==> src/rtl/execute_stage_ext_if.sv <==
// execute_stage_ext_if: E-stage inputs and M-stage / hazard outputs of the
// execute stage, bundled as one bus.
//   slave  : the execute stage itself
//   master : the surrounding pipeline (ID/EX register, hazard unit, MEM stage)
interface execute_stage_ext_if #(
    parameter int XLEN   = 32,
    parameter int REG_AW = 5
);
    logic              ValidE;
    logic              FlushE;
    logic              RegWriteE;
    logic              MemWriteE;
    logic              ResultSrcE;
    logic              ALUSrcE;
    logic              BranchE;
    logic [3:0]        ALUControlE;
    logic [2:0]        BranchTypeE;
    logic [XLEN-1:0]   RD1_E;
    logic [XLEN-1:0]   RD2_E;
    logic [XLEN-1:0]   Imm_Ext_E;
    logic [XLEN-1:0]   PCE;
    logic [XLEN-1:0]   PCPlus4E;
    logic [REG_AW-1:0] RD_E;
    logic [1:0]        ForwardAE;
    logic [1:0]        ForwardBE;
    logic [XLEN-1:0]   ResultW;

    logic              StallE;
    logic              PCSrcE;
    logic [XLEN-1:0]   PCTargetE;
    logic              RegWriteM;
    logic              MemWriteM;
    logic              ResultSrcM;
    logic [REG_AW-1:0] RD_M;
    logic [XLEN-1:0]   PCPlus4M;
    logic [XLEN-1:0]   WriteDataM;
    logic [XLEN-1:0]   ALU_ResultM;

    modport slave (
        input  ValidE, FlushE, RegWriteE, MemWriteE, ResultSrcE, ALUSrcE, BranchE,
               ALUControlE, BranchTypeE, RD1_E, RD2_E, Imm_Ext_E, PCE, PCPlus4E,
               RD_E, ForwardAE, ForwardBE, ResultW,
        output StallE, PCSrcE, PCTargetE, RegWriteM, MemWriteM, ResultSrcM,
               RD_M, PCPlus4M, WriteDataM, ALU_ResultM
    );

    modport master (
        output ValidE, FlushE, RegWriteE, MemWriteE, ResultSrcE, ALUSrcE, BranchE,
               ALUControlE, BranchTypeE, RD1_E, RD2_E, Imm_Ext_E, PCE, PCPlus4E,
               RD_E, ForwardAE, ForwardBE, ResultW,
        input  StallE, PCSrcE, PCTargetE, RegWriteM, MemWriteM, ResultSrcM,
               RD_M, PCPlus4M, WriteDataM, ALU_ResultM
    );
endinterface

==> src/rtl/execute_stage_ext.sv <==
// execute_stage_ext: RV32I-style execute stage with forwarding, full branch
// compare set and EX/MEM pipeline register.
// Build option EXEC_MUL_EN: adds a shift-add multiplier (one bit per cycle)
// that stalls the front end while busy. Without it, ALU code 1010 yields 0.
//
// state | meaning
// IDLE  | no multiply in flight; a mul in EX starts one and stalls
// BUSY  | one shift-add step per cycle, stall held
// DONE  | product ready, stall released, EX/MEM captures it
module execute_stage_ext #(
    parameter int XLEN   = 32,
    parameter int REG_AW = 5
) (
    input logic               clk,
    input logic               rst,
    execute_stage_ext_if.slave bus
);
    localparam int         SHW    = $clog2(XLEN);
    localparam logic [3:0] OP_MUL = 4'b1010;

    logic [XLEN-1:0]   src_a, src_b, write_data, alu_res, ex_result;
    logic              cond, stall;
    logic [SHW-1:0]    shamt;

    logic              regwrite_m_q, memwrite_m_q, resultsrc_m_q;
    logic [REG_AW-1:0] rd_m_q;
    logic [XLEN-1:0]   pcplus4_m_q, writedata_m_q, alu_result_m_q;

    // operand forwarding; 11 falls back to the register file value
    always_comb begin
        src_a = bus.RD1_E;
        unique case (bus.ForwardAE)
            2'b01:   src_a = bus.ResultW;
            2'b10:   src_a = alu_result_m_q;
            default: src_a = bus.RD1_E;
        endcase
        write_data = bus.RD2_E;
        unique case (bus.ForwardBE)
            2'b01:   write_data = bus.ResultW;
            2'b10:   write_data = alu_result_m_q;
            default: write_data = bus.RD2_E;
        endcase
        src_b = bus.ALUSrcE ? bus.Imm_Ext_E : write_data;
    end

    assign shamt = src_b[SHW-1:0];

    // single-cycle ALU; mul is not computed here, the multiplier supplies it
    always_comb begin
        alu_res = '0;
        case (bus.ALUControlE)
            4'b0000: alu_res = src_a + src_b;
            4'b0001: alu_res = src_a - src_b;
            4'b0010: alu_res = src_a & src_b;
            4'b0011: alu_res = src_a | src_b;
            4'b0100: alu_res = src_a ^ src_b;
            4'b0101: alu_res = {{(XLEN-1){1'b0}}, ($signed(src_a) < $signed(src_b))};
            4'b0110: alu_res = {{(XLEN-1){1'b0}}, (src_a < src_b)};
            4'b0111: alu_res = src_a << shamt;
            4'b1000: alu_res = src_a >> shamt;
            4'b1001: alu_res = $unsigned($signed(src_a) >>> shamt);
            default: alu_res = '0;
        endcase
    end

    // branch compare uses the forwarded register B, never the immediate
    always_comb begin
        cond = 1'b0;
        case (bus.BranchTypeE)
            3'b000:  cond = (src_a == write_data);
            3'b001:  cond = (src_a != write_data);
            3'b100:  cond = ($signed(src_a) <  $signed(write_data));
            3'b101:  cond = ($signed(src_a) >= $signed(write_data));
            3'b110:  cond = (src_a <  write_data);
            3'b111:  cond = (src_a >= write_data);
            default: cond = 1'b0;
        endcase
    end

    assign bus.PCTargetE = bus.PCE + bus.Imm_Ext_E;
    assign bus.PCSrcE    = bus.ValidE & bus.BranchE & cond & ~bus.FlushE & ~rst;

`ifdef EXEC_MUL_EN
    typedef enum logic [1:0] {S_IDLE, S_BUSY, S_DONE} mul_state_e;
    localparam logic [SHW-1:0] CNT_LAST = SHW'(XLEN - 1);

    mul_state_e      state_q, state_d;
    logic [XLEN-1:0] mcand_q, mcand_d, mplier_q, mplier_d, acc_q, acc_d;
    logic [SHW-1:0]  cnt_q, cnt_d;
    logic            mul_start;

    assign mul_start = bus.ValidE & (bus.ALUControlE == OP_MUL) & ~bus.FlushE;

    // multiplier next-state, shift-add step and stall generation
    always_comb begin
        state_d  = state_q;
        mcand_d  = mcand_q;
        mplier_d = mplier_q;
        acc_d    = acc_q;
        cnt_d    = cnt_q;
        stall    = 1'b0;
        case (state_q)
            S_IDLE: begin
                if (mul_start) begin
                    mcand_d  = src_a;
                    mplier_d = src_b;
                    acc_d    = '0;
                    cnt_d    = '0;
                    stall    = 1'b1;
                    state_d  = S_BUSY;
                end
            end
            S_BUSY: begin
                stall    = 1'b1;
                if (mplier_q[0]) acc_d = acc_q + mcand_q;
                mcand_d  = mcand_q << 1;
                mplier_d = mplier_q >> 1;
                cnt_d    = cnt_q + 1'b1;
                if (cnt_q == CNT_LAST) state_d = S_DONE;
            end
            default: state_d = S_IDLE;
        endcase
        // a flush kills the multiply; IDLE never starts on a flushed mul
        if (bus.FlushE) state_d = S_IDLE;
        if (rst) stall = 1'b0;
    end

    // multiplier state and datapath registers
    always_ff @(posedge clk) begin
        if (rst) begin
            state_q  <= S_IDLE;
            mcand_q  <= '0;
            mplier_q <= '0;
            acc_q    <= '0;
            cnt_q    <= '0;
        end else begin
            state_q  <= state_d;
            mcand_q  <= mcand_d;
            mplier_q <= mplier_d;
            acc_q    <= acc_d;
            cnt_q    <= cnt_d;
        end
    end

    assign ex_result = (state_q == S_DONE) ? acc_q : alu_res;
`else
    assign stall     = 1'b0;
    assign ex_result = alu_res;
`endif

    assign bus.StallE = stall;

    // EX/MEM register: reset, then bubble on flush/invalid/stall, else load
    always_ff @(posedge clk) begin
        if (rst || bus.FlushE || !bus.ValidE || stall) begin
            regwrite_m_q   <= 1'b0;
            memwrite_m_q   <= 1'b0;
            resultsrc_m_q  <= 1'b0;
            rd_m_q         <= '0;
            pcplus4_m_q    <= '0;
            writedata_m_q  <= '0;
            alu_result_m_q <= '0;
        end else begin
            regwrite_m_q   <= bus.RegWriteE;
            memwrite_m_q   <= bus.MemWriteE;
            resultsrc_m_q  <= bus.ResultSrcE;
            rd_m_q         <= bus.RD_E;
            pcplus4_m_q    <= bus.PCPlus4E;
            writedata_m_q  <= write_data;
            alu_result_m_q <= ex_result;
        end
    end

    assign bus.RegWriteM   = regwrite_m_q;
    assign bus.MemWriteM   = memwrite_m_q;
    assign bus.ResultSrcM  = resultsrc_m_q;
    assign bus.RD_M        = rd_m_q;
    assign bus.PCPlus4M    = pcplus4_m_q;
    assign bus.WriteDataM  = writedata_m_q;
    assign bus.ALU_ResultM = alu_result_m_q;
endmodule
==> src/flat_wrapper.sv <==
// flat-port wrapper written by rule: the top's interface ports become plain ports
module execute_stage_ext_flat 
#(
    parameter int XLEN   = 32,
    parameter int REG_AW = 5
)
  (clk, rst, bus_ValidE, bus_FlushE, bus_RegWriteE, bus_MemWriteE, bus_ResultSrcE, bus_ALUSrcE, bus_BranchE, bus_ALUControlE, bus_BranchTypeE, bus_RD1_E, bus_RD2_E, bus_Imm_Ext_E, bus_PCE, bus_PCPlus4E, bus_RD_E, bus_ForwardAE, bus_ForwardBE, bus_ResultW, bus_StallE, bus_PCSrcE, bus_PCTargetE, bus_RegWriteM, bus_MemWriteM, bus_ResultSrcM, bus_RD_M, bus_PCPlus4M, bus_WriteDataM, bus_ALU_ResultM);
  execute_stage_ext_if #(.XLEN(XLEN), .REG_AW(REG_AW)) bus_i ();
  input logic clk;
  input logic rst;
  input wire logic [$bits(bus_i.ValidE)-1:0] bus_ValidE;
  input wire logic [$bits(bus_i.FlushE)-1:0] bus_FlushE;
  input wire logic [$bits(bus_i.RegWriteE)-1:0] bus_RegWriteE;
  input wire logic [$bits(bus_i.MemWriteE)-1:0] bus_MemWriteE;
  input wire logic [$bits(bus_i.ResultSrcE)-1:0] bus_ResultSrcE;
  input wire logic [$bits(bus_i.ALUSrcE)-1:0] bus_ALUSrcE;
  input wire logic [$bits(bus_i.BranchE)-1:0] bus_BranchE;
  input wire logic [$bits(bus_i.ALUControlE)-1:0] bus_ALUControlE;
  input wire logic [$bits(bus_i.BranchTypeE)-1:0] bus_BranchTypeE;
  input wire logic [$bits(bus_i.RD1_E)-1:0] bus_RD1_E;
  input wire logic [$bits(bus_i.RD2_E)-1:0] bus_RD2_E;
  input wire logic [$bits(bus_i.Imm_Ext_E)-1:0] bus_Imm_Ext_E;
  input wire logic [$bits(bus_i.PCE)-1:0] bus_PCE;
  input wire logic [$bits(bus_i.PCPlus4E)-1:0] bus_PCPlus4E;
  input wire logic [$bits(bus_i.RD_E)-1:0] bus_RD_E;
  input wire logic [$bits(bus_i.ForwardAE)-1:0] bus_ForwardAE;
  input wire logic [$bits(bus_i.ForwardBE)-1:0] bus_ForwardBE;
  input wire logic [$bits(bus_i.ResultW)-1:0] bus_ResultW;
  output wire logic [$bits(bus_i.StallE)-1:0] bus_StallE;
  output wire logic [$bits(bus_i.PCSrcE)-1:0] bus_PCSrcE;
  output wire logic [$bits(bus_i.PCTargetE)-1:0] bus_PCTargetE;
  output wire logic [$bits(bus_i.RegWriteM)-1:0] bus_RegWriteM;
  output wire logic [$bits(bus_i.MemWriteM)-1:0] bus_MemWriteM;
  output wire logic [$bits(bus_i.ResultSrcM)-1:0] bus_ResultSrcM;
  output wire logic [$bits(bus_i.RD_M)-1:0] bus_RD_M;
  output wire logic [$bits(bus_i.PCPlus4M)-1:0] bus_PCPlus4M;
  output wire logic [$bits(bus_i.WriteDataM)-1:0] bus_WriteDataM;
  output wire logic [$bits(bus_i.ALU_ResultM)-1:0] bus_ALU_ResultM;
  assign bus_i.ValidE = bus_ValidE;
  assign bus_i.FlushE = bus_FlushE;
  assign bus_i.RegWriteE = bus_RegWriteE;
  assign bus_i.MemWriteE = bus_MemWriteE;
  assign bus_i.ResultSrcE = bus_ResultSrcE;
  assign bus_i.ALUSrcE = bus_ALUSrcE;
  assign bus_i.BranchE = bus_BranchE;
  assign bus_i.ALUControlE = bus_ALUControlE;
  assign bus_i.BranchTypeE = bus_BranchTypeE;
  assign bus_i.RD1_E = bus_RD1_E;
  assign bus_i.RD2_E = bus_RD2_E;
  assign bus_i.Imm_Ext_E = bus_Imm_Ext_E;
  assign bus_i.PCE = bus_PCE;
  assign bus_i.PCPlus4E = bus_PCPlus4E;
  assign bus_i.RD_E = bus_RD_E;
  assign bus_i.ForwardAE = bus_ForwardAE;
  assign bus_i.ForwardBE = bus_ForwardBE;
  assign bus_i.ResultW = bus_ResultW;
  assign bus_StallE = bus_i.StallE;
  assign bus_PCSrcE = bus_i.PCSrcE;
  assign bus_PCTargetE = bus_i.PCTargetE;
  assign bus_RegWriteM = bus_i.RegWriteM;
  assign bus_MemWriteM = bus_i.MemWriteM;
  assign bus_ResultSrcM = bus_i.ResultSrcM;
  assign bus_RD_M = bus_i.RD_M;
  assign bus_PCPlus4M = bus_i.PCPlus4M;
  assign bus_WriteDataM = bus_i.WriteDataM;
  assign bus_ALU_ResultM = bus_i.ALU_ResultM;
  execute_stage_ext #(.XLEN(XLEN), .REG_AW(REG_AW)) u_core (.clk(clk), .rst(rst), .bus(bus_i));
endmodule
==> config.mk <==
export PLATFORM = sky130hd
export DESIGN_NAME = execute_stage_ext_flat
export DESIGN_NICKNAME = d
export VERILOG_FILES = /design/src/rtl/execute_stage_ext_if.sv /design/src/rtl/execute_stage_ext.sv /design/src/flat_wrapper.sv
export SDC_FILE = /design/constraint.sdc
export NUM_CORES = 1
export LEC_CHECK = 0
export BUFFER_PORTS_ARGS = -buffer_cell sky130_fd_sc_hd__buf_4
export CELL_PAD_IN_SITES_DETAIL_PLACEMENT = 1
export CELL_PAD_IN_SITES_GLOBAL_PLACEMENT = 1
export CORE_MARGIN = 5
export CORE_UTILIZATION = 26
export CTS_CLUSTER_SIZE = 24
export DETAILED_ROUTE_END_ITERATION = 10
export PLACE_DENSITY = 0.68
export SLEW_MARGIN = 0
export SYNTH_ARGS = -nofsm -noshare
export SYNTH_HDL_FRONTEND = slang
export SYNTH_SLANG_ARGS = --single-unit
==> constraint.sdc <==
create_clock -name clk -period 4.95 [get_ports clk]
set_input_delay 0 -clock clk [delete_from_list [all_inputs] [get_ports clk]]
set_output_delay 0 -clock clk [all_outputs]
set_load 0.005 [all_outputs]
# Yosys cells after proc, flatten, opt, wreduce, memory -nomap -nowiden
# Index checks and enable logic that the tools add are counted.
classes:
  addsub: 3
  order_cmp: 6
  eq_ne: 20
  n_shift: 3
  mux: 5
  bitwise_logic: 9
  n_reduce_logical: 5
op_table:
  columns: ["operator", "count"]
  rows:
  - ["$pmux 32 s10", 1]
  - ["$lt 32x32->1", 4]
  - ["$pmux 32 s2", 2]
  - ["$add 32x32->32", 2]
  - ["$ge 32x32->1", 2]
  - ["$and 32x32->32", 1]
  - ["$eq 32x32->1", 1]
  - ["$mux 32", 1]
  - ["$ne 32x32->1", 1]
  - ["$or 32x32->32", 1]
  - ["$shl 32x5->32", 1]
  - ["$shr 32x5->32", 1]
  - ["$sshr 32x5->32", 1]
  - ["$sub 32x32->32", 1]
  - ["$xor 32x32->32", 1]
  - ["$eq 4x3->1 const B", 4]
  - ["$eq 3x3->1 const B", 4]
  - ["$eq 4x2->1 const B", 2]
  - ["$eq 4x4->1 const B", 2]
  - ["$pmux 1 s6", 1]
  - ["$and 1x1->1", 4]
  - ["$eq 2x1->1 const B", 2]
  - ["$eq 2x2->1 const B", 2]
  - ["$eq 4x1->1 const B", 1]
  - ["6 further kinds", 8]
totals:
  reg_bits: 104
  in_bits: 217
  elab_cells: 58

# Logic depth before layout (Yosys ltp)
# Gate-level depths: netlist of the first run.
logic_depth:
  word_depth: 7
  mapped_depth: 23

# Least setup slack after synthesis of the first run
# No wires, ideal clock.
synth_timing:
  path_kind: "input port to flip-flop"
  start: "input bus_ForwardBE[0]"
  end: "register u_core.alu_result_m_q[24] (netlist: u_core.bus.ALU_ResultM[24])"
  setup_time_ps: 70
  arrival_time_ps: 4177
  required_ps: 4880
  path_slack_ps: 702
  path_stages: 21
  path_buffers: 5
  cell_sequence: "inv_1 -> ha_1 -> buf_2 -> a221o_1 -> o211a_1 -> buf_6 -> buf_6 -> buf_6 -> buf_6 -> ha_1 -> fa_1 -> nor2b_1 -> o2111ai_1 -> a41oi_1 -> a311oi_1 -> o21a_1 -> o211ai_1 -> a21o_1 -> a21oi_1 -> mux2_2 -> a21oi_1"
synth_between:
  elab_chain_cells: 5
  elab_cells_between_ends: 13
synth_lines:
  columns: ["element", "line", "source"]
  rows:
  - ["from (decl)", "flat_wrapper.sv:27", "input wire logic [$bits(bus_i.ForwardBE)-1:0] bus_ForwardBE;"]
  - ["$eq 2x2->1 / $eq 2x1->1 (equally long branches)", "execute_stage_ext.sv:38", "unique case (bus.ForwardBE)"]
  - ["$pmux 32 s2 (*)", "execute_stage_ext.sv:38", null]
  - ["$mux 32 (*)", "execute_stage_ext.sv:43", "src_b = bus.ALUSrcE ? bus.Imm_Ext_E : write_data;"]
  - ["$sub 32x32->32 (tied with other cells)", "execute_stage_ext.sv:53", "4'b0001: alu_res = src_a - src_b;"]
  - ["$pmux 32 s10 (*)", "execute_stage_ext.sv:51", "case (bus.ALUControlE)"]
  - ["to (signal assigned)", "execute_stage_ext.sv:170", "alu_result_m_q <= ex_result;"]
  - ["to (decl)", "execute_stage_ext.sv:27", "logic [XLEN-1:0] pcplus4_m_q, writedata_m_q, alu_result_m_q;"]
# Every way passes the cells marked *; elsewhere a longest branch is shown, timed or not.
# A chain may end at the register's enable or synchronous reset.

# Worst setup path in the final report of the first run
layout_timing:
  start: "input bus_ForwardBE[1]"
  end: "register u_core.alu_result_m_q[0] (netlist: u_core.bus.ALU_ResultM[0])"
layout_between:
  elab_chain_cells: 5
  elab_cells_between_ends: 15
layout_lines:
  columns: ["element", "line"]
  rows:
  - ["$eq 2x2->1 / $eq 2x1->1 (equally long branches)", "execute_stage_ext.sv:38"]
  - ["$pmux 32 s2 (*)", "execute_stage_ext.sv:38"]
  - ["$mux 32 (*)", "execute_stage_ext.sv:43"]
  - ["$sub 32x32->32 (tied with other cells)", "execute_stage_ext.sv:53"]
  - ["$pmux 32 s10 (*)", "execute_stage_ext.sv:51"]
# Marked as above.

==> results.sh, run 1 <==
export IMPL_drt_pre_antenna_iters=6
export IMPL_drive_above_1_share=0.212
export IMPL_clkSlewWorstSetupHoldPaths_ns=0.09
export IMPL_ys_async_sr_fraction=0
export IMPL_max_freq_ghz=0.215
export IMPL_dp_cells=3147
export IMPL_setup_violations=0
export IMPL_root_buffer="clkbuf_16"
export IMPL_rsz0062_at_grt="no"
export IMPL_ant_nets=0
export IMPL_io_pins=355
export IMPL_synth_cell_types=95
export IMPL_crit_chain="buf_4 > ha_1 > buf_4 > a221o_1 > o21ai_0 > o21ai_0 > ha_1 > nor4_1 > nand2_1 > or3_1 > a211o_1 > nand3_1 > a221oi_1 > o311ai_1 > a21oi_1"
export IMPL_path_buf_inv=2
export IMPL_crit_family="compound AO/OA/AOI/OAI gates"
export IMPL_slowest_delay_ns=0.88
export IMPL_relSlewSlack=0.121
export IMPL_crit_start="bus_ForwardBE[1]"
export IMPL_dpl_cell_area_um2=18600
export IMPL_worst_pin_slew_ns=1.32
export IMPL_cp_max_fo=32
export IMPL_grt_max_degree=62
export IMPL_wl_per_cell_um=28.5
export IMPL_clk_latency_ns=0.40
export IMPL_finalWeightedCongestion=0.990
export IMPL_yosys_warnings=0
export IMPL_fillers=7088
export IMPL_fin_worst_skew_ns=0.0107
export IMPL_layoutNonFillerInstCount=3219
export IMPL_final_cell_mix="buf_4, nand2_1, o21ai_0, nor2_1, a21oi_1"
export IMPL_htree_levels=3
export IMPL_areaGrowthSynthToFinish_pct=29.9
export IMPL_grt_pass1_vias=19133
export IMPL_drv_cap=0
export IMPL_syn_area_um2=15000
export IMPL_cts_sinks=104
export IMPL_status="complete, no violations"
export IMPL_die_w_um=250
export IMPL_crit_required_ns=5.16
export IMPL_nets=2832
export IMPL_slew_violations=0
export IMPL_gr_usage_all_layers=0.276
export IMPL_final_cell_area_um2=19500
export IMPL_arrival_ns=4.87
export IMPL_drtIter0Drc=1715
export IMPL_core_area_um2=57400
export IMPL_post_route_period_util=0.941
export IMPL_core_rowCount=88
export IMPL_cts_buffers=9
export IMPL_leakagePower_nw=8.87
export IMPL_cts_path_max_buffers=2
export IMPL_hold_class="in -> reg"
export IMPL_ir_drop_mv=0.207
export IMPL_p_per_area_nw_per_um2=236
export IMPL_synth_seq_cells=104
export IMPL_reg2reg_depth=12
export IMPL_worst_path_stages=15
export IMPL_cpMaxStageDelayCell="o311ai_1"
export IMPL_initial_core_util=0.261
export IMPL_r2r_start="u_core.bus.ALU_ResultM[16]"
export IMPL_min_path_cells=3
export IMPL_p_total_mw=4.60
export IMPL_grt_pass1_wl_mm=133
export IMPL_path_class="in -> reg"
export IMPL_dp_hpwl_mm=73.9
export IMPL_hold_path_startpoint="bus_RD2_E[9]"
export IMPL_grt_remaining_overflow=0
export IMPL_via_count=18919
export IMPL_post_synth_cell_area_avg_um2=7.17
export IMPL_ys_flop_type="dfxtp_1"
export IMPL_syn_inst=2091
export IMPL_setup_ws_ns=0.294
export IMPL_post_place_ws_ns=-0.394
export IMPL_synth_edf_count=0
export IMPL_hold_violations=0
export IMPL_cts_tree="yes"
export IMPL_antenna_found_initial=3
export IMPL_viasPerCell=5.88
export IMPL_final_core_utilization=0.340
export IMPL_synthesis_nets=2476
export IMPL_die_height_um=250
export IMPL_ys_seq_area_frac=0.139
export IMPL_final_common_cell="buf_4"
export IMPL_die_area_um2=62600
export IMPL_drc=0
export IMPL_io_buffer_count=353
export IMPL_endpoint_kind="flop"
export IMPL_setup_worst_path_start_class="input port"
export IMPL_fin_crit_ns=4.66
export IMPL_wirelength_mm=91.8
## report_power, final
group          leakage (nW)  total [mW]  internal, mW  switching (mW)
logic                  7.87        2.92          1.11            1.81
registers             0.844       0.876         0.860          0.0163
clock network         0.152       0.803         0.366           0.437
total                  8.87        4.60          2.33            2.27
## worst register-to-register path, cell delays in order (launching register included)
cell and delay [ns]:
dfxtp_1 0.34, a221o_1 0.32, o21ai_0 0.18, o21ai_0 0.23, ha_1 0.50, nor4_1 0.50
nand2_1 0.17, or3_1 0.37, a211o_1 0.30, nand3_1 0.17, a221oi_1 0.16, o311ai_1 0.88
a21oi_1 0.32
## path summary, 6_finish.rpt
| path | slack [ns] | end |
|---|---|---|
| worst max register to register | 0.32 | u_core.bus.ALU_ResultM[0] |
| worst min register to register | 0.81 | u_core.bus.WriteDataM[10] |
| worst min-delay path | 0.02 | u_core.bus.WriteDataM[9] |
| worst max-delay path | 0.29 | u_core.bus.ALU_ResultM[0] |
## flip-flops by register name, summed over array words and instances, names as in the netlist
signal	cells
u_core.bus.PCPlus4M	32
u_core.bus.MemWriteM	1
u_core.bus.ALU_ResultM	32
u_core.bus.RegWriteM	1
u_core.bus.ResultSrcM	1
u_core.bus.WriteDataM	32
u_core.bus.RD_M	5
## kinds of logic (layout without fill, tap and decap cells)
group                    count (synthesis)  count (layout)  synth area share
adder cells (fa/ha/maj)                168             168             0.142
multiplexers                           115             115            0.0812
other                                    1               3          0.000250
flip-flops                             104             104             0.139
XOR/XNOR                                53              53            0.0310
AND/OR/NAND/NOR                        613             613             0.187
AO/OA/AOI/OAI                          772             772             0.346
buffers and inverters                  265             626            0.0748
## Yosys cell counts, types with 39 or more instances
library cell,n,share of area
a21o_1,44,0.022
a21oi_1,165,0.055
a221o_1,40,0.027
a22oi_1,49,0.025
and3_1,50,0.021
clkbuf_1,91,0.023
dfxtp_1,104,0.14
ha_1,165,0.14
inv_1,109,0.027
mux2i_1,100,0.067
nand2_1,223,0.056
nor2_1,170,0.043
o211ai_1,39,0.020
o21ai_0,180,0.060
xnor2_1,40,0.023
## final cells by class
type	instances	area [um^2]	share of cell area
Multi-Input combinational cell	1722	11800	0.607
Clock inverter	7	91.3	0.00469
Sequential cell	104	2080	0.107
Timing Repair Buffer	495	3860	0.198
Inverter	115	437	0.0224
Antenna cell	2	5.00	0.000257
Clock buffer	9	225	0.0116
Tap cell	765	957	0.0491
## through the flow
step	hold WS, ns	TNS (ns)
detailed placement	0.237	-0.394
CTS	0.00304	0
global route	0.0301	0
floorplan	0.109	0
finish	0.0183	0
global placement	0.233	-0.358
## per-layer routing
layer / part of all wire / vias to the layer above / track usage
met5: 0.00012 / - / 0
met1: 0.42 / 9490 / 0.355
met2: 0.47 / 858 / 0.460
li1: - / 8418 / -
met3: 0.075 / 151 / 0.0493
met4: 0.042 / 2 / 0.106
## timing repair
item                                    in CTS  in global routing
resized for setup                            1                  0
hold endpoints to repair                    54                  0
hold buffers                                54                  0
endpoints found under the setup margin       1                  0
setup buffers                                0                  0
No activity file was read; power rests on OpenSTA's default activity.
==> inputs of run 2 (changes only) <==
--- a/config.mk
+++ b/config.mk
@@ -5,6 +5,7 @@
 export SDC_FILE = /design/constraint.sdc
 export NUM_CORES = 1
 export LEC_CHECK = 0
+export ABC_AREA = 1
 export BUFFER_PORTS_ARGS = -buffer_cell sky130_fd_sc_hd__buf_4
 export CELL_PAD_IN_SITES_DETAIL_PLACEMENT = 1
 export CELL_PAD_IN_SITES_GLOBAL_PLACEMENT = 1
@@ -12,7 +13,7 @@
 export CORE_UTILIZATION = 26
 export CTS_CLUSTER_SIZE = 24
 export DETAILED_ROUTE_END_ITERATION = 10
-export PLACE_DENSITY = 0.68
+export PLACE_DENSITY = 0.7
 export SLEW_MARGIN = 0
 export SYNTH_ARGS = -nofsm -noshare
 export SYNTH_HDL_FRONTEND = slang
==> constraint.sdc (replaced) <==
create_clock -name clk -period 4.95 [get_ports clk]
set_input_delay 1.2375 -clock clk [delete_from_list [all_inputs] [get_ports clk]]
set_output_delay 1.2375 -clock clk [all_outputs]
set_load 0.005 [all_outputs]
==> run 2 against run 1 <==
Net effect: the flow now finishes with violations (negative setup slack); register-to-register slack improved by 0.91 ns; global-route usage rose by 2.9 points; combinational power rose by 57%; critical endpoint is now bus_PCSrcE; largest cell class unchanged; largest power group unchanged.
==> results.sh, run 2 <==
export IMPL_finalWeightedCongestion=1.04
export IMPL_initial_core_util=0.262
export IMPL_die_w_um=259
export IMPL_synth_edf_count=0
export IMPL_ys_seq_area_frac=0.129
export IMPL_grt_max_degree=71
export IMPL_layoutNonFillerInstCount=4517
export IMPL_setup_ws_ns=-0.461
export IMPL_worst_path_stages=22
export IMPL_wirelength_mm=110
export IMPL_synth_cell_types=52
export IMPL_antenna_found_initial=2
export IMPL_fin_crit_ns=5.41
export IMPL_hold_violations=0
export IMPL_netlist_area_leader_share=0.159
export IMPL_viasPerCell=5.28
export IMPL_final_common_cell="buf_4"
export IMPL_crit_start="bus_ForwardBE[0]"
export IMPL_p_sw_frac=0.498
export IMPL_clkSlewWorstSetupHoldPaths_ns=0.08
export IMPL_grt_pass1_wl_mm=155
export IMPL_syn_area_um2=16200
export IMPL_drv_cap=0
export IMPL_reg2reg_to="u_core.bus.ALU_ResultM[26]"
export IMPL_crit_end="bus_PCSrcE"
export IMPL_cts_sinks=104
export IMPL_cts_buffers=9
export IMPL_dpl_cell_area_um2=23600
export IMPL_drtIter0Drc=2298
export IMPL_grt_pass1_vias=23814
export IMPL_drive_above_1_share=0.287
export IMPL_yosysMostFrequentCell="nand2_1"
export IMPL_gr_usage_all_layers=0.305
export IMPL_status="finished, violations left"
export IMPL_drt_pre_antenna_iters=7
export IMPL_cts_path_max_buffers=2
export IMPL_crit_required_ns=3.71
export IMPL_p_total_mw=6.27
export IMPL_dp_hpwl_mm=91.6
export IMPL_ys_top_cells_by_area="nand3_1, nand2_1, dfxtp_1"
export IMPL_leakagePower_nw=12.9
export IMPL_reg2reg_depth=19
export IMPL_hold_class="reg -> reg"
export IMPL_post_place_ws_ns=-0.671
export IMPL_ys_async_sr_fraction=0
export IMPL_nets=4059
export IMPL_grt_remaining_overflow=0
export IMPL_die_height_um=259
export IMPL_p_per_area_nw_per_um2=255
export IMPL_dp_cells=4478
export IMPL_ir_drop_mv=0.223
export IMPL_endpoint_kind="primary output"
export IMPL_yosys_area_top_type="nand3_1"
export IMPL_core_area_um2=61600
export IMPL_fin_worst_skew_ns=0.0195
export IMPL_synthesis_nets=3238
export IMPL_r2r_start="u_core.bus.ALU_ResultM[15]"
export IMPL_worst_pin_slew_ns=0.789
export IMPL_die_area_um2=67300
export IMPL_cp_max_fo=15
export IMPL_worst_path_most_repeated_cell="buf_4"
export IMPL_post_route_period_util=1.09
export IMPL_arrival_ns=4.17
export IMPL_path_buf_inv=7
export IMPL_final_core_utilization=0.399
export IMPL_drc=0
export IMPL_max_freq_ghz=0.185
export IMPL_power_frac_comb=0.733
export IMPL_cpMaxStageDelayCell="a221o_1"
export IMPL_r2r_slack_ns=1.23
export IMPL_pwr_share_clk=0.126
export IMPL_htree_levels=3
export IMPL_post_synth_cell_area_avg_um2=5.67
export IMPL_synth_common_cells="nand2_1, nand3_1, inv_1, nor2_1, a21oi_1"
export IMPL_relSlewSlack=0.474
export IMPL_violations="negative setup slack"
export IMPL_ant_nets=0
export IMPL_final_cell_mix="buf_4, nand2_1, nand3_1, inv_1, nor2_1"
export IMPL_pwr_share_seq=0.141
export IMPL_slew_violations=0
export IMPL_syn_inst=2853
export IMPL_via_count=23851
export IMPL_p_int_mw=3.15
export IMPL_setup_violations=1
export IMPL_core_rowCount=91
export IMPL_path_class="in -> out"
export IMPL_yosys_warnings=0
export IMPL_fillers=8249
export IMPL_final_cell_area_um2=24600
export IMPL_crit_family="simple AND/OR/NAND/NOR gates"
export IMPL_setup_worst_path_start_class="input port"
export IMPL_cts_tree="yes"
export IMPL_p_sw_mw=3.12
export IMPL_wl_per_cell_um=24.3
export IMPL_tns_ns=-0.461
export IMPL_areaGrowthSynthToFinish_pct=52.1
export IMPL_synth_seq_cells=104
export IMPL_root_buffer="clkbuf_16"
export IMPL_io_buffer_count=353
export IMPL_rsz0062_at_grt="yes"
export IMPL_io_pins=355
export IMPL_worst_hold_slack_ns=0.832
export IMPL_slowest_delay_ns=0.29
export IMPL_crit_chain="buf_4 > inv_2 > ha_4 > buf_12 > buf_4 > a221o_1 > o21ai_2 > ha_4 > nand2_1 > nor2_2 > nand2_2 > nor4_4 > buf_4 > nand3b_1 > nand2_1 > o21ai_1 > inv_1 > nand2_1 > nand3b_1 > nor2_2 > nor2_1 > buf_4"
export IMPL_clk_latency_ns=0.40
export IMPL_ys_flop_type="dfxtp_1"
==> run 2: worst min path at each step <==
stage / start / endpoint / cells after the start
floorplan: u_core.bus.ALU_ResultM[4] / u_core.bus.WriteDataM[4] / 4
detailed placement: u_core.bus.ALU_ResultM[0] / u_core.bus.WriteDataM[0] / 5
global placement: u_core.bus.ALU_ResultM[4] / u_core.bus.WriteDataM[4] / 5
global route: u_core.bus.ALU_ResultM[3] / u_core.bus.WriteDataM[3] / 5
CTS: u_core.bus.ALU_ResultM[0] / u_core.bus.WriteDataM[0] / 5
finish: u_core.bus.ALU_ResultM[3] / u_core.bus.WriteDataM[3] / 5
==> run 2: logic make-up after synthesis <==
group                      share of synthesized area
buffers and inverters                          0.111
AOI/OAI and AO/OA                              0.187
xor gates and xnor gates                      0.0200
adders and majority gates                      0.131
other                                       0.000232
DFF                                            0.129
and+or+nand+nor                                0.422
==> run 2: tightest hold or removal path, delay by kind of cell, from the launching register on <==
| family | cells | cell delay, ns |
|---|---|---|
| AND/OR/NAND/NOR | 3 | 0.20 |
| flip-flops | 1 | 0.37 |
| buffers and inverters | 1 | 0.13 |
| AO/OA/AOI/OAI | 1 | 0.09 |
==> run 2: per-layer routing <==
layer / up-vias / GRT usage / wire length [um]
li1: 11212 / - / -
met1: 11502 / 0.414 / 47500
met2: 964 / 0.476 / 48000
met3: 171 / 0.0633 / 9310
met4: 2 / 0.114 / 4840
met5: - / 0 / 16
==> run 2: final cells by class <==
| class | count | area, um^2 | area share |
|---|---|---|---|
| sequential | 104 | 2080 | 0.0847 |
| clock inverter | 7 | 67.6 | 0.00275 |
| clock buffer | 9 | 225 | 0.00916 |
| antenna | 1 | 2.50 | 0.000102 |
| multi-input combinational | 2313 | 12600 | 0.514 |
| timing repair buffer | 940 | 7360 | 0.300 |
| tap | 837 | 1050 | 0.0426 |
| inverter | 306 | 1170 | 0.0474 |
==> run 2: power groups by stage <==
stage | Clock [mW] | Sequential (mW) | Combinational [mW]
2_1_floorplan | 0 | 0.895 | 1.99
3_3_place_gp | 0 | 0.904 | 4.28
3_5_place_dp | 0 | 0.903 | 4.32
4_1_cts | 0.807 | 0.884 | 4.35
5_1_grt | 0.830 | 0.886 | 4.92
6_report | 0.792 | 0.885 | 4.59
==> run 2: what timing repair did <==
action | in CTS | in global routing
setup buffers | 0 | 13
resized for setup | 7 | 111
hold buffers | 0 | 0
endpoints found under the setup margin | 4 | 27
pin swaps | 0 | 20
cloned | 0 | 9
==> inputs of run 3 (changes only) <==
--- a/config.mk
+++ b/config.mk
@@ -9,6 +9,7 @@
 export BUFFER_PORTS_ARGS = -buffer_cell sky130_fd_sc_hd__buf_4
 export CELL_PAD_IN_SITES_DETAIL_PLACEMENT = 1
 export CELL_PAD_IN_SITES_GLOBAL_PLACEMENT = 1
+export CORE_ASPECT_RATIO = 1.4
 export CORE_MARGIN = 5
 export CORE_UTILIZATION = 26
 export CTS_CLUSTER_SIZE = 24
==> run 3 against run 2 <==
Net effect: wire length grew 2.5%; final cell count is 0.97% lower; largest cell class unchanged; worst setup slack improved by 0.022 ns; the flow still finishes with violations (negative setup slack); maximum frequency up 0.40%; combinational power hardly changed; highest routed layer unchanged; count of clock-buffer cells in the layout rose by 1; sequential share of layout area about the same; critical path depth stayed put; largest power group unchanged; via count rose by 1.1%; sequential power barely moved; register-to-register slack about the same; first-iteration DRC count shrank 27%.
==> results.sh, run 3 (synthesis results as in run 2) <==
export IMPL_clkSlewWorstSetupHoldPaths_ns=0.09
export IMPL_arrival_ns=4.15
export IMPL_grt_pass1_vias=24760
export IMPL_cp_max_fo=8
export IMPL_cts_tree="yes"
export IMPL_grt_remaining_overflow=0
export IMPL_drive_above_1_share=0.289
export IMPL_crit_start="bus_ForwardAE[0]"
export IMPL_initial_core_util=0.262
export IMPL_p_sw_frac=0.499
export IMPL_ir_drop_mv=0.173
export IMPL_cts_path_max_buffers=2
export IMPL_pwr_share_clk=0.131
export IMPL_grt_max_degree=71
export IMPL_viasPerCell=5.39
export IMPL_drtIter0Drc=1680
export IMPL_ant_nets=0
export IMPL_areaGrowthSynthToFinish_pct=52.3
export IMPL_wl_per_cell_um=25.1
export IMPL_p_per_area_nw_per_um2=255
export IMPL_grt_pass1_wl_mm=159
export IMPL_slew_violations=0
export IMPL_r2r_slack_ns=1.23
export IMPL_path_class="in -> out"
export IMPL_p_int_mw=3.14
export IMPL_wirelength_mm=112
export IMPL_dp_cells=4404
export IMPL_die_area_um2=67300
export IMPL_worst_pin_slew_ns=0.855
export IMPL_final_common_cell="buf_4"
export IMPL_io_buffer_count=353
export IMPL_drv_cap=0
export IMPL_violations="negative setup slack"
export IMPL_cts_buffers=9
export IMPL_reg2reg_depth=27
export IMPL_endpoint_kind="primary output"
export IMPL_crit_required_ns=3.71
export IMPL_io_pins=355
export IMPL_rsz0062_at_grt="yes"
export IMPL_antenna_found_initial=8
export IMPL_setup_violations=1
export IMPL_hold_class="reg -> reg"
export IMPL_worst_hold_slack_ns=0.811
export IMPL_layoutNonFillerInstCount=4473
export IMPL_post_route_period_util=1.09
export IMPL_die_w_um=221
export IMPL_cts_sinks=104
export IMPL_pwr_share_seq=0.141
export IMPL_core_area_um2=61800
export IMPL_p_sw_mw=3.13
export IMPL_power_frac_comb=0.728
export IMPL_hold_violations=0
export IMPL_status="finished, violations left"
export IMPL_drc=0
export IMPL_hold_path_startpoint="u_core.bus.ALU_ResultM[0]"
export IMPL_dp_hpwl_mm=92.7
export IMPL_max_freq_ghz=0.186
export IMPL_fin_worst_skew_ns=0.0182
export IMPL_die_height_um=305
export IMPL_clk_latency_ns=0.41
export IMPL_gr_usage_all_layers=0.315
export IMPL_r2r_start="u_core.bus.ALU_ResultM[31]"
export IMPL_final_cell_mix="buf_4, nand2_1, nand3_1, nor2_1, inv_1"
export IMPL_core_rowCount=108
export IMPL_setup_worst_path_start_class="input port"
export IMPL_finalWeightedCongestion=1.02
export IMPL_leakagePower_nw=12.8
export IMPL_fin_crit_ns=5.39
export IMPL_cts_hold_buffers_added=0
export IMPL_nets=4021
export IMPL_via_count=24104
export IMPL_final_core_utilization=0.399
export IMPL_drt_pre_antenna_iters=7
export IMPL_setup_ws_ns=-0.440
export IMPL_relSlewSlack=0.426
export IMPL_root_buffer="clkbuf_16"
export IMPL_htree_levels=3
export IMPL_min_path_cells=5
==> run 3: area by class of cell <==
| cell class | count | area (um^2) |
|---|---|---|
| repair buffers | 902 | 7110 |
| flip-flops and latches | 104 | 2080 |
| clock inverters | 6 | 72.6 |
| diodes | 7 | 17.5 |
| well taps | 825 | 1030 |
| multi-input cells | 2313 | 12900 |
| clock buffers | 10 | 239 |
| inverters | 306 | 1160 |
| fillers | 8210 | 37100 |
==> run 3: per-layer routing <==
| metal | wire (um) | part of all wire | global-route usage |
|---|---|---|---|
| met1 | 40000 | 0.36 | 0.337 |
| met2 | 53800 | 0.48 | 0.546 |
| met3 | 7140 | 0.063 | 0.0487 |
| met4 | 11400 | 0.10 | 0.248 |
| met5 | 23 | 0.00020 | 0 |
==> run 3: stage by stage <==
step / area [um^2] / power (mW) / setup TNS (ns) / worst slack, ns
after floorplan: 16200 / 2.88 / 0 / 0.0208
after global placement: 23100 / 5.02 / -2.12 / -0.541
after detailed placement: 23100 / 5.07 / -3.38 / -0.592
after CTS: 24200 / 6.05 / -0.436 / -0.295
after global routing: 24600 / 6.60 / -0.605 / -0.512
final: 24600 / 6.28 / -0.440 / -0.440
==> run 3: worst max-delay path, cell delays in order <==
cell	delay [ns]
buf_8	0.08
inv_4	0.03
ha_4	0.26
clkinv_8	0.11
buf_4	0.13
buf_12	0.14
nand3_4	0.09
o21ai_4	0.08
inv_2	0.06
ha_1	0.34
buf_4	0.16
a21oi_1	0.21
o21ai_1	0.12
a21oi_1	0.16
o21a_1	0.21
buf_4	0.13
nand3_1	0.08
nand2_1	0.08
nand3b_1	0.12
nor2_2	0.05
nor2_2	0.13
buf_4	0.13
==> run 3: final timing paths <==
kind                                                  end
worst max register to register  u_core.bus.ALU_ResultM[0]
worst min register to register   u_core.bus.WriteDataM[0]
worst max-delay path                           bus_PCSrcE
worst min-delay path             u_core.bus.WriteDataM[0]
==> run 3: what timing repair did <==
action                                  CTS  global route
gates resized for setup                  95            99
pin swaps                                27            29
buffers inserted                         39            10
gates cloned                              5             1
endpoints found under the setup margin    1            17
==> run 3: power by group through the flow <==
stage / logic [mW] / clock network (mW) / registers [mW]
after floorplan: 1.99 / 0 / 0.895
after global placement: 4.12 / 0 / 0.905
after detailed placement: 4.17 / 0 / 0.906
after CTS: 4.34 / 0.821 / 0.886
after global routing: 4.86 / 0.853 / 0.888
final: 4.57 / 0.822 / 0.887
